## src/rtl/max7219_pkg.sv

```systemverilog
// Shared definitions for the MAX7219 16x16 matrix driver: register addresses, init command
// table, FSM state encodings and the row-word builder.
package max7219_pkg;

  localparam logic [3:0] AddrNoop      = 4'h0;
  localparam logic [3:0] AddrDigit0    = 4'h1;
  localparam logic [3:0] AddrDigit1    = 4'h2;
  localparam logic [3:0] AddrDigit2    = 4'h3;
  localparam logic [3:0] AddrDigit3    = 4'h4;
  localparam logic [3:0] AddrDigit4    = 4'h5;
  localparam logic [3:0] AddrDigit5    = 4'h6;
  localparam logic [3:0] AddrDigit6    = 4'h7;
  localparam logic [3:0] AddrDigit7    = 4'h8;
  localparam logic [3:0] AddrDecode    = 4'h9;
  localparam logic [3:0] AddrIntensity = 4'hA;
  localparam logic [3:0] AddrScanLimit = 4'hB;
  localparam logic [3:0] AddrShutdown  = 4'hC;
  localparam logic [3:0] AddrTest      = 4'hF;

  localparam int unsigned NumInitCmds = 5;

  typedef enum logic [1:0] {StInit, StSnap, StRow, StGap} drv_state_e;
  typedef enum logic [2:0] {SpIdle, SpLoad, SpLow, SpHigh, SpGap} spi_state_e;

  function automatic logic [15:0] init_cmd(input logic [2:0] idx, input logic [3:0] intensity);
    case (idx)
      3'd0:    return {4'h0, AddrTest, 8'h00};
      3'd1:    return {4'h0, AddrDecode, 8'h00};
      3'd2:    return {4'h0, AddrScanLimit, 8'h07};
      3'd3:    return {4'h0, AddrIntensity, 4'h0, intensity};
      default: return {4'h0, AddrShutdown, 8'h01};
    endcase
  endfunction

  // Chip k drives quadrant x=(k%2)*8.., y=(k/2)*8..; D7 is the leftmost pixel of the quadrant.
  function automatic logic [63:0] row_word(input logic [255:0] frame, input logic [3:0] row);
    logic [63:0] w;
    int unsigned y;
    int unsigned x;
    w = '0;
    for (int unsigned chip = 0; chip < 4; chip++) begin
      y = (chip / 2) * 8 + 32'(row) - 1;
      w[6'(16 * chip + 8) +: 4] = row;
      for (int unsigned b = 0; b < 8; b++) begin
        x = (chip % 2) * 8 + 7 - b;
        w[6'(16 * chip + b)] = frame[8'(y * 16 + x)];
      end
    end
    return w;
  endfunction

endpackage

```

## src/rtl/spi_shift64.sv

```systemverilog
// 64-bit SPI transmitter: LOAD cycle, 64 divided SCLK periods MSB first, then CS held high
// for CS_HIGH cycles. A new start is accepted while idle or in the final CS-high cycle.
module spi_shift64
  import max7219_pkg::*;
#(
  parameter int unsigned CLK_DIV = 4,
  parameter int unsigned CS_HIGH = 2
) (
  input  logic        clk,
  input  logic        reset,
  input  logic        start,
  input  logic [63:0] word,
  output logic        busy,
  output logic        done,
  output logic        sclk,
  output logic        mosi,
  output logic        cs
);

  localparam int unsigned DivW = (CLK_DIV > 1) ? $clog2(CLK_DIV) : 1;
  localparam int unsigned CsW  = (CS_HIGH > 1) ? $clog2(CS_HIGH) : 1;
  localparam logic [DivW-1:0] DivLast = DivW'(CLK_DIV - 1);
  localparam logic [CsW-1:0]  CsLast  = CsW'(CS_HIGH - 1);

  spi_state_e      state_q, state_d;
  logic [63:0]     shift_q, shift_d;
  logic [5:0]      bit_q, bit_d;
  logic [DivW-1:0] div_q, div_d;
  logic [CsW-1:0]  cs_cnt_q, cs_cnt_d;
  logic            sclk_q, sclk_d;
  logic            cs_q, cs_d;

  assign done = (state_q == SpGap) && (cs_cnt_q == CsLast);
  assign busy = (state_q != SpIdle);
  assign sclk = sclk_q;
  assign cs   = cs_q;
  assign mosi = shift_q[63];

  always_comb begin
    state_d  = state_q;
    shift_d  = shift_q;
    bit_d    = bit_q;
    div_d    = div_q;
    cs_cnt_d = cs_cnt_q;
    unique case (state_q)
      SpIdle: ;
      SpLoad: begin
        state_d = SpLow;
        div_d   = '0;
      end
      SpLow: begin
        if (div_q == DivLast) begin
          state_d = SpHigh;
          div_d   = '0;
        end else begin
          div_d = div_q + 1'b1;
        end
      end
      SpHigh: begin
        if (div_q == DivLast) begin
          div_d   = '0;
          // Shift on the falling edge so DIN is stable across the next rising edge.
          shift_d = {shift_q[62:0], 1'b0};
          if (bit_q == 6'd63) begin
            state_d  = SpGap;
            bit_d    = '0;
            cs_cnt_d = '0;
          end else begin
            state_d = SpLow;
            bit_d   = bit_q + 1'b1;
          end
        end else begin
          div_d = div_q + 1'b1;
        end
      end
      SpGap: begin
        if (done) state_d = SpIdle;
        else      cs_cnt_d = cs_cnt_q + 1'b1;
      end
      default: state_d = SpIdle;
    endcase
    if (start && ((state_q == SpIdle) || done)) begin
      state_d = SpLoad;
      shift_d = word;
      bit_d   = '0;
      div_d   = '0;
    end
    sclk_d = (state_d == SpHigh);
    cs_d   = !(state_d inside {SpLoad, SpLow, SpHigh});
  end

  always_ff @(posedge clk) begin
    if (reset) begin
      state_q  <= SpIdle;
      shift_q  <= '0;
      bit_q    <= '0;
      div_q    <= '0;
      cs_cnt_q <= '0;
      sclk_q   <= 1'b0;
      cs_q     <= 1'b1;
    end else begin
      state_q  <= state_d;
      shift_q  <= shift_d;
      bit_q    <= bit_d;
      div_q    <= div_d;
      cs_cnt_q <= cs_cnt_d;
      sclk_q   <= sclk_d;
      cs_q     <= cs_d;
    end
  end

endmodule

```

## src/rtl/max7219_matrix_driver.sv

```systemverilog
// Drives a 16x16 frame onto four chained MAX7219s: init sequence, then snapshot + 8 row
// transactions + idle gap, repeated forever.
module max7219_matrix_driver
  import max7219_pkg::*;
#(
  parameter int unsigned CLK_DIV   = 4,
  parameter int unsigned CS_HIGH   = 2,
  parameter logic [3:0]  INTENSITY = 4'h8,
  parameter int unsigned FRAME_GAP = 1000
) (
  input  logic         clk,
  input  logic         reset,
  input  logic [255:0] matrix,
  output logic         spi_sclk,
  output logic         spi_mosi,
  output logic         spi_cs,
  output logic         init_done,
  output logic         frame_done
);

  localparam int unsigned GapW = (FRAME_GAP > 1) ? $clog2(FRAME_GAP) : 1;
  localparam logic [GapW-1:0] GapLast = GapW'(FRAME_GAP - 1);

  drv_state_e      state_q, state_d;
  logic [2:0]      cmd_q, cmd_d;
  logic [3:0]      row_q, row_d;
  logic [GapW-1:0] gap_q, gap_d;
  logic [255:0]    shadow_q, shadow_d;
  logic            init_done_q, init_done_d;
  logic            frame_done_q, frame_done_d;

  logic        start;
  logic [63:0] word;
  logic        busy;
  logic        done;

  assign init_done  = init_done_q;
  assign frame_done = frame_done_q;

  always_comb begin
    state_d      = state_q;
    cmd_d        = cmd_q;
    row_d        = row_q;
    gap_d        = gap_q;
    shadow_d     = shadow_q;
    init_done_d  = init_done_q;
    frame_done_d = 1'b0;
    start        = 1'b0;
    word         = '0;
    unique case (state_q)
      StInit: begin
        if (!busy) begin
          start = 1'b1;
          word  = {4{init_cmd(cmd_q, INTENSITY)}};
        end else if (done) begin
          if (cmd_q == 3'(NumInitCmds - 1)) begin
            state_d     = StSnap;
            init_done_d = 1'b1;
          end else begin
            cmd_d = cmd_q + 3'd1;
            start = 1'b1;
            word  = {4{init_cmd(cmd_q + 3'd1, INTENSITY)}};
          end
        end
      end
      StSnap: begin
        // Row 1 is built from matrix directly: it is exactly what the shadow captures now.
        shadow_d = matrix;
        start    = 1'b1;
        word     = row_word(matrix, 4'd1);
        row_d    = 4'd1;
        state_d  = StRow;
      end
      StRow: begin
        if (done) begin
          if (row_q == 4'd8) begin
            frame_done_d = 1'b1;
            gap_d        = '0;
            state_d      = (FRAME_GAP == 0) ? StSnap : StGap;
          end else begin
            start = 1'b1;
            row_d = row_q + 4'd1;
            word  = row_word(shadow_q, row_q + 4'd1);
          end
        end
      end
      StGap: begin
        if (gap_q == GapLast) state_d = StSnap;
        else                  gap_d   = gap_q + 1'b1;
      end
      default: state_d = StInit;
    endcase
  end

  always_ff @(posedge clk) begin
    if (reset) begin
      state_q      <= StInit;
      cmd_q        <= '0;
      row_q        <= '0;
      gap_q        <= '0;
      shadow_q     <= '0;
      init_done_q  <= 1'b0;
      frame_done_q <= 1'b0;
    end else begin
      state_q      <= state_d;
      cmd_q        <= cmd_d;
      row_q        <= row_d;
      gap_q        <= gap_d;
      shadow_q     <= shadow_d;
      init_done_q  <= init_done_d;
      frame_done_q <= frame_done_d;
    end
  end

  spi_shift64 #(
    .CLK_DIV(CLK_DIV),
    .CS_HIGH(CS_HIGH)
  ) u_spi (
    .clk  (clk),
    .reset(reset),
    .start(start),
    .word (word),
    .busy (busy),
    .done (done),
    .sclk (spi_sclk),
    .mosi (spi_mosi),
    .cs   (spi_cs)
  );

endmodule

```

## config.mk

```make
export PLATFORM = sky130hd
export DESIGN_NAME = max7219_matrix_driver
export DESIGN_NICKNAME = d
export VERILOG_FILES = /design/src/rtl/max7219_pkg.sv /design/src/rtl/spi_shift64.sv /design/src/rtl/max7219_matrix_driver.sv
export SDC_FILE = /design/constraint.sdc
export NUM_CORES = 1
export LEC_CHECK = 0
export CELL_PAD_IN_SITES_DETAIL_PLACEMENT = 1
export CELL_PAD_IN_SITES_GLOBAL_PLACEMENT = 1
export CORE_MARGIN = 2
export CORE_UTILIZATION = 27
export CTS_CLUSTER_DIAMETER = 50
export DETAILED_ROUTE_END_ITERATION = 10
export DONT_BUFFER_PORTS = 1
export MAX_ROUTING_LAYER = met4
export PLACE_DENSITY = 0.47
export RECOVER_POWER = 100
export SLEW_MARGIN = 40
export SYNTH_ARGS = -nofsm -noshare
export SYNTH_HDL_FRONTEND = slang
export SYNTH_SLANG_ARGS = --single-unit
```

## constraint.sdc

```tcl
create_clock -name clk -period 3.6 [get_ports clk]
set_input_delay 0.9 -clock clk [delete_from_list [all_inputs] [get_ports clk]]
set_output_delay 0.9 -clock clk [all_outputs]
set_load 0.03 [all_outputs]
```

==> impl_metrics.toml, run 1 <==
[final_layout]
layout_common_cells = "dfxtp_1 (355), mux2i_1 (347), nor2_1 (331)"
finalNonFillerCells = 2522
final_common_cell = "dfxtp_1"
fin_nets = 1969
fin_util_pct = 31.97
post_route_cells_drive_above_1_share_pct = 10.80
final_area_um2 = 18910
synthToLayoutAreaGrowth_pct = 16.66

[timing]
fin_ws_ps = 479.9
fmax_mhz = 320.5
timing.hold.ws_ps = 422.9
setup_viol = 0
fin_worst_skew_ps = 32.10
fin_crit_ps = 3120
hold_viol = 0
fin_crit_sh_pct = 86.67
fin_setup_tns_ps = 0
worst_slew_pin_slew_ps = 1508
slew-limit-headroom_pct = -0.5509
grt_setup_unrepaired = "false"
drv_slew = 46

[drt]
antenna_left = 0
avgRoutedWirePerCell_um = 23.37
drtPass1Iterations = 4
post-route-drc-count = 0
via_per_inst = 4.966
initialDrtViolationCount = 701
routed_wl_mm = 58.93
vias = 12530

[floorplanning]
core_area_um2 = 59130
die-height_um = 249
io_pins = 263
dieArea_um2 = 62000
die_x_um = 249
num_rows = 89
initial_core_util_pct = 27.41

[clock_tree]
clock-sinks = 355
ctsHoldBuffers = 0
clk_pin_slew_worst_paths_ps = 50
postCtsSetupBuffers = 0
numCtsBuffers = 58
root_buffer = "clkbuf_16"
clkLatencyLatePin_ps = 620
h-tree-depth = 2
clockBufferDepth = 3
cts_tree = "done"
ctsResizeCount = 0

[logic_synthesis]
synth-seq-cells = 355
syn_area_per_cell_um2 = 9.379
synth-xor-area-share_pct = 0.5945
ys_seq_area_share_pct = 43.85
synth_simple_gate_area_share_pct = 15.64
synth_top_family_by_area = "multiplexers"
synth_compound_area_share_pct = 10.62
ys_types = 73
syn_nets = 2003
synth_top_area_share_pct = 43.85
synthAdderAreaFrac_pct = 1.312
synthCells = 1728
synth_edf_count = 0
ys_async_sr_fraction_pct = 0
synth_flop_cell = "dfxtp_1"
synth_mux_area_share_pct = 24.00
ys_warn_count = 0
synth_largest_area_cell = "dfxtp_1"
syn_area_um2 = 16210
synthTopCellsByArea = "dfxtp_1 (44%), mux2i_1 (21%), nor2_1 (7.7%), nand2_1 (2.4%), a21oi_1 (2.0%)"

[pwr]
pwr_density_cell_nw_per_um2 = 875.2
leakage_nw = 6.416
total_power_mw = 16.55
vdd_drop_max_uv = 445.0

[run_status]
violations = "max-capacitance violations, max-slew violations"
outcome = "complete, but fails checks"

[min_path]
min_path_cells = 1
hold_class = "in2reg"

[global_route]
gr-usage-all-layers_pct = 19.16
met1_usage_pct = 21.30
met3_usage_pct = 5.695
grt_pass1_wl_mm = 87.44
grt_max_degree = 311
grt_pass1_vias = 13220
grt_overflow = 0
antenna_found_initial = 8
grt_busiest_layer = "met2"
met2_usage_pct = 33.15

[placement]
placed_cells = 2407
gp_congestion = 0.7759
place_ws_ps = 613.4
port_buffers = 0
placed_area_um2 = 17000
hpwl_mm = 42.43

[worst_setup_path]
endpoint_kind = "flop"
crit_type = "reg2reg"
worstRegToRegCells = 9
critPathSlowestCell = "clkbuf_2"
path_max_fanout = 23
cp.depth = 9
worstPathArrival_ps = 3610
crit_chain = "inv_1 -> ha_4 -> buf_4 -> nand3_1 -> o21a_1 -> o211ai_1 -> clkbuf_2 -> mux2i_1 -> a31oi_1"
crit_family = "buffers and inverters"
slowest_delay_ps = 560
cp-start-kind = "flop"
cp_num_buf_inv = 3
worstPathRequired_ps = 4090

[job]
drv_cap = 1
## cells by family (layout without fill, tap and decap cells)
family,count (synthesis),count (layout)
simple gates,572,572
mux,370,370
flops,355,355
compound gates,254,254
buf+inv,149,162
fa+ha+maj,17,17
xor+xnor,11,11
other cells,0,8
## area by class of cell
| cell class | count | area (um^2) |
|---|---|---|
| fillers | 6654 | 40220 |
| multi-input cells | 1224 | 8477 |
| flip-flops and latches | 355 | 7107 |
| clock buffers | 67 | 1545 |
| well taps | 773 | 967.2 |
| clock inverters | 40 | 380.4 |
| repair buffers | 40 | 354.1 |
| inverters | 15 | 56.30 |
| diodes | 8 | 20.02 |
## path summary, 6_finish.rpt
| kind | slack (ps) | startpoint | to |
|---|---|---|---|
| worst max-delay path | 480 | row_q[1] | u_spi.shift_q[5] |
| worst min-delay path | 420 | reset | state_q[0] |
| worst max register to register | 480 | row_q[1] | u_spi.shift_q[5] |
| worst min register to register | 450 | u_spi.shift_q[27] | u_spi.shift_q[28] |
## metal layers
| layer | up-vias | part of all wire [%] |
|---|---|---|
| met4 | 0 | 2.6 |
| li1 | 6048 | - |
| met1 | 6159 | 41 |
| met5 | - | 0 |
| met2 | 236 | 50 |
| met3 | 82 | 6.2 |
## state kept, by name, indices dropped and copies added, names as in the netlist
| signal | count |
|---|---|
| cmd_q | 3 |
| u_spi.bit_q | 6 |
| frame_done | 1 |
| u_spi.cs_cnt_q | 1 |
| init_done | 1 |
| gap_q | 10 |
| u_spi.shift_q | 64 |
| shadow_q | 256 |
| u_spi.sclk | 1 |
| row_q | 4 |
| state_q | 2 |
| u_spi.state_q | 3 |
| u_spi.cs | 1 |
| u_spi.div_q | 2 |
## synthesized netlist by cell type, types with 9 or more instances
library cell / instances
and2_1: 10
o22ai_1: 9
a21oi_1: 66
clkbuf_1: 71
nand3_1: 12
mux2i_1: 347
nand2b_1: 33
dfxtp_1: 355
a31oi_1: 31
o31ai_1: 25
o21ai_0: 23
nand2_1: 105
inv_1: 14
a22oi_1: 39
a211oi_1: 14
buf_2: 39
and3_1: 26
nor3_1: 18
mux2_2: 9
nor2_1: 331
buf_1: 15
mux4_2: 14
ha_1: 17
## where the power goes
group          leakage, nW  internal (mW)  switching, mW
sequential            2.88           4.86          0.568
combinational         2.60           2.37           3.23
clock                0.939           3.33           2.18
total                 6.42           10.6           5.98
## worst register-to-register path: cells and delay by family (launching register included)
family	cells	cell delay, ps
buf+inv	3	1060
compound gates	3	630
flops	1	440
fa+ha+maj	1	420
mux	1	290
simple gates	1	160
(Power assumes the default switching activity.)
==> run 2, diff against run 1 <==
CELL_PAD_IN_SITES_DETAIL_PLACEMENT = default   (was 1)
CELL_PAD_IN_SITES_GLOBAL_PLACEMENT = default   (was 1)
PLACE_DENSITY = 0.38   (was 0.47)
==> run 2 against run 1 <==
The flow now finishes without violations. Global-route usage is 0.54 points lower. Final area down 0.89%. Setup slack better by 57 ps. Largest power group is now registers. First-iteration DRC count is 20% higher. Maximum frequency up 1.9%. Register-to-register slack gained 60 ps. Via count is 1.3% lower. Clock power down 3%. Highest routed layer unchanged. Combinational power decreased by 3%. Critical path depth fell by 4. Clock skew decreased by 6.4 ps. Sequential share of layout area up 0.34 points.
==> impl_metrics.toml, run 2 (synthesis results as in run 1) <==
[placement]
hpwl_mm = 40.98
gp_congestion = 0.8295
port_buffers = 0
place_ws_ps = 626.0

[timing]
hold_viol = 0
setup_viol = 0
fin_setup_tns_ps = 0
fin_worst_skew_ps = 25.69
fmax_mhz = 326.5
grt_setup_unrepaired = "false"
worst_slew_pin_slew_ps = 1406
fin_ws_ps = 537.0
fin_crit_ps = 3063
drv_slew = 0
slew-limit-headroom_pct = 6.268
fin_crit_sh_pct = 85.08

[final_layout]
fin_nets = 1956
largest_reg_flops = 256
layout_common_cells = "dfxtp_1 (355), mux2i_1 (347), nor2_1 (330)"
synthToLayoutAreaGrowth_pct = 15.62
post_route_cells_drive_above_1_share_pct = 9.629
final_common_cell = "dfxtp_1"
fill_cells = 6078
reg_top3 = "shadow_q (256), u_spi.shift_q (64), gap_q (10)"
top_register = "shadow_q"

[drt]
avgRoutedWirePerCell_um = 22.90
initialDrtViolationCount = 839
antenna_left = 0
post-route-drc-count = 0
vias = 12360
routed_wl_mm = 57.39
via_per_inst = 4.933
drtPass1Iterations = 5

[floorplanning]
num_rows = 89
core_area_um2 = 59130
dieArea_um2 = 62000
die_x_um = 249
io_pins = 263
initial_core_util_pct = 27.41
die-height_um = 249

[min_path]
min-delay-start = "reset"
hold_class = "in2reg"

[global_route]
grt_pass1_vias = 12200
gr-usage-all-layers_pct = 18.62
grt_overflow = 0
grt_pass1_wl_mm = 83.92
antenna_found_initial = 6
grt_max_degree = 311

[worst_setup_path]
crit_chain = "and4b_1 -> clkbuf_1 -> clkbuf_2 -> o31ai_1 -> a31oi_1"
endpoint_kind = "flop"
critPathSlowestCell = "and4b_1"
worstPathRequired_ps = 4110
slowest_delay_ps = 1210
worstPathArrival_ps = 3580
cp-start-kind = "flop"
path_max_fanout = 33
cp_num_buf_inv = 2
crit_family = "simple AND/OR/NAND/NOR gates"
startpoint = "u_spi.state_q[0]"
reg2reg_from = "u_spi.state_q[0]"
crit_type = "reg2reg"

[clock_tree]
ctsHoldBuffers = 0
clk_pin_slew_worst_paths_ps = 50
postCtsSetupBuffers = 0
h-tree-depth = 2
clockBufferDepth = 3
numCtsBuffers = 55
cts_tree = "done"
clock-sinks = 355
ctsResizeCount = 0
root_buffer = "clkbuf_16"
clkLatencyLatePin_ps = 600

[pwr]
vdd_drop_max_uv = 441.9
pwr_density_cell_nw_per_um2 = 867.9
leakage_nw = 6.318
total_power_mw = 16.26

[job]
drv_cap = 0

[run_status]
outcome = "complete, no violations"
-- run 2: cell types whose count changed in the layout (fill, tap and decap cells not counted), moves of 4 or more --
cell / previous run / this run
buf_4: 29 / 16
inv_6: 14 / 4
clkbuf_1: 3 / 10
clkinv_2: 9 / 14
clkinv_4: 7 / 3
-- run 2: final cells by class --
type / instances / area, um^2 / area share (%)
inverter: 15 / 56.30 / 0.3005
sequential: 355 / 7107 / 37.93
clock inverter: 32 / 339.1 / 1.810
timing repair buffer: 30 / 261.5 / 1.396
antenna: 9 / 22.52 / 0.1202
multi-input combinational: 1224 / 8488 / 45.30
tap: 773 / 967.2 / 5.162
clock buffer: 68 / 1496 / 7.986
-- run 2: routing by layer --
metal	share of wire, %	wire length (um)	vias to the layer above	GRT usage [%]
met3	6.8	3902	87	5.674
li1	-	-	6037	-
met1	41	23520	5950	21.33
met2	50	28430	288	31.16
met5	0	0	-	-
met4	2.7	1542	0	5.732
-- run 2: worst paths after layout --
path                            end  slack (ps)  depth (start not counted)
hold / removal       u_spi.cs_cnt_q         380                          1
hold reg to reg   u_spi.shift_q[30]         450                          2
setup / recovery  u_spi.shift_q[33]         540                          5
setup reg to reg  u_spi.shift_q[33]         540                          5
-- run 2: stage by stage --
stage | instance area [um^2] | std cells | hold slack, ps | utilization (%)
after CTS | 18750 | 2497 | 407.8 | 31.70
after detailed placement | 16910 | 2397 | 444.1 | 28.60
after floorplan | 16210 | 1728 | 432.1 | -
final | 18740 | 2506 | 375.7 | 31.69
after global routing | 18740 | 2505 | 345.8 | 31.69
after global placement | 16900 | 2397 | 438.0 | 28.59
-- run 2: power by group --
part	switching (mW)	internal, mW	leakage, nW	total (mW)
Clock	2.03	3.31	0.904	5.34
Combinational	3.17	2.29	2.54	5.46
Sequential	0.598	4.87	2.88	5.46
Total	5.79	10.5	6.32	16.3
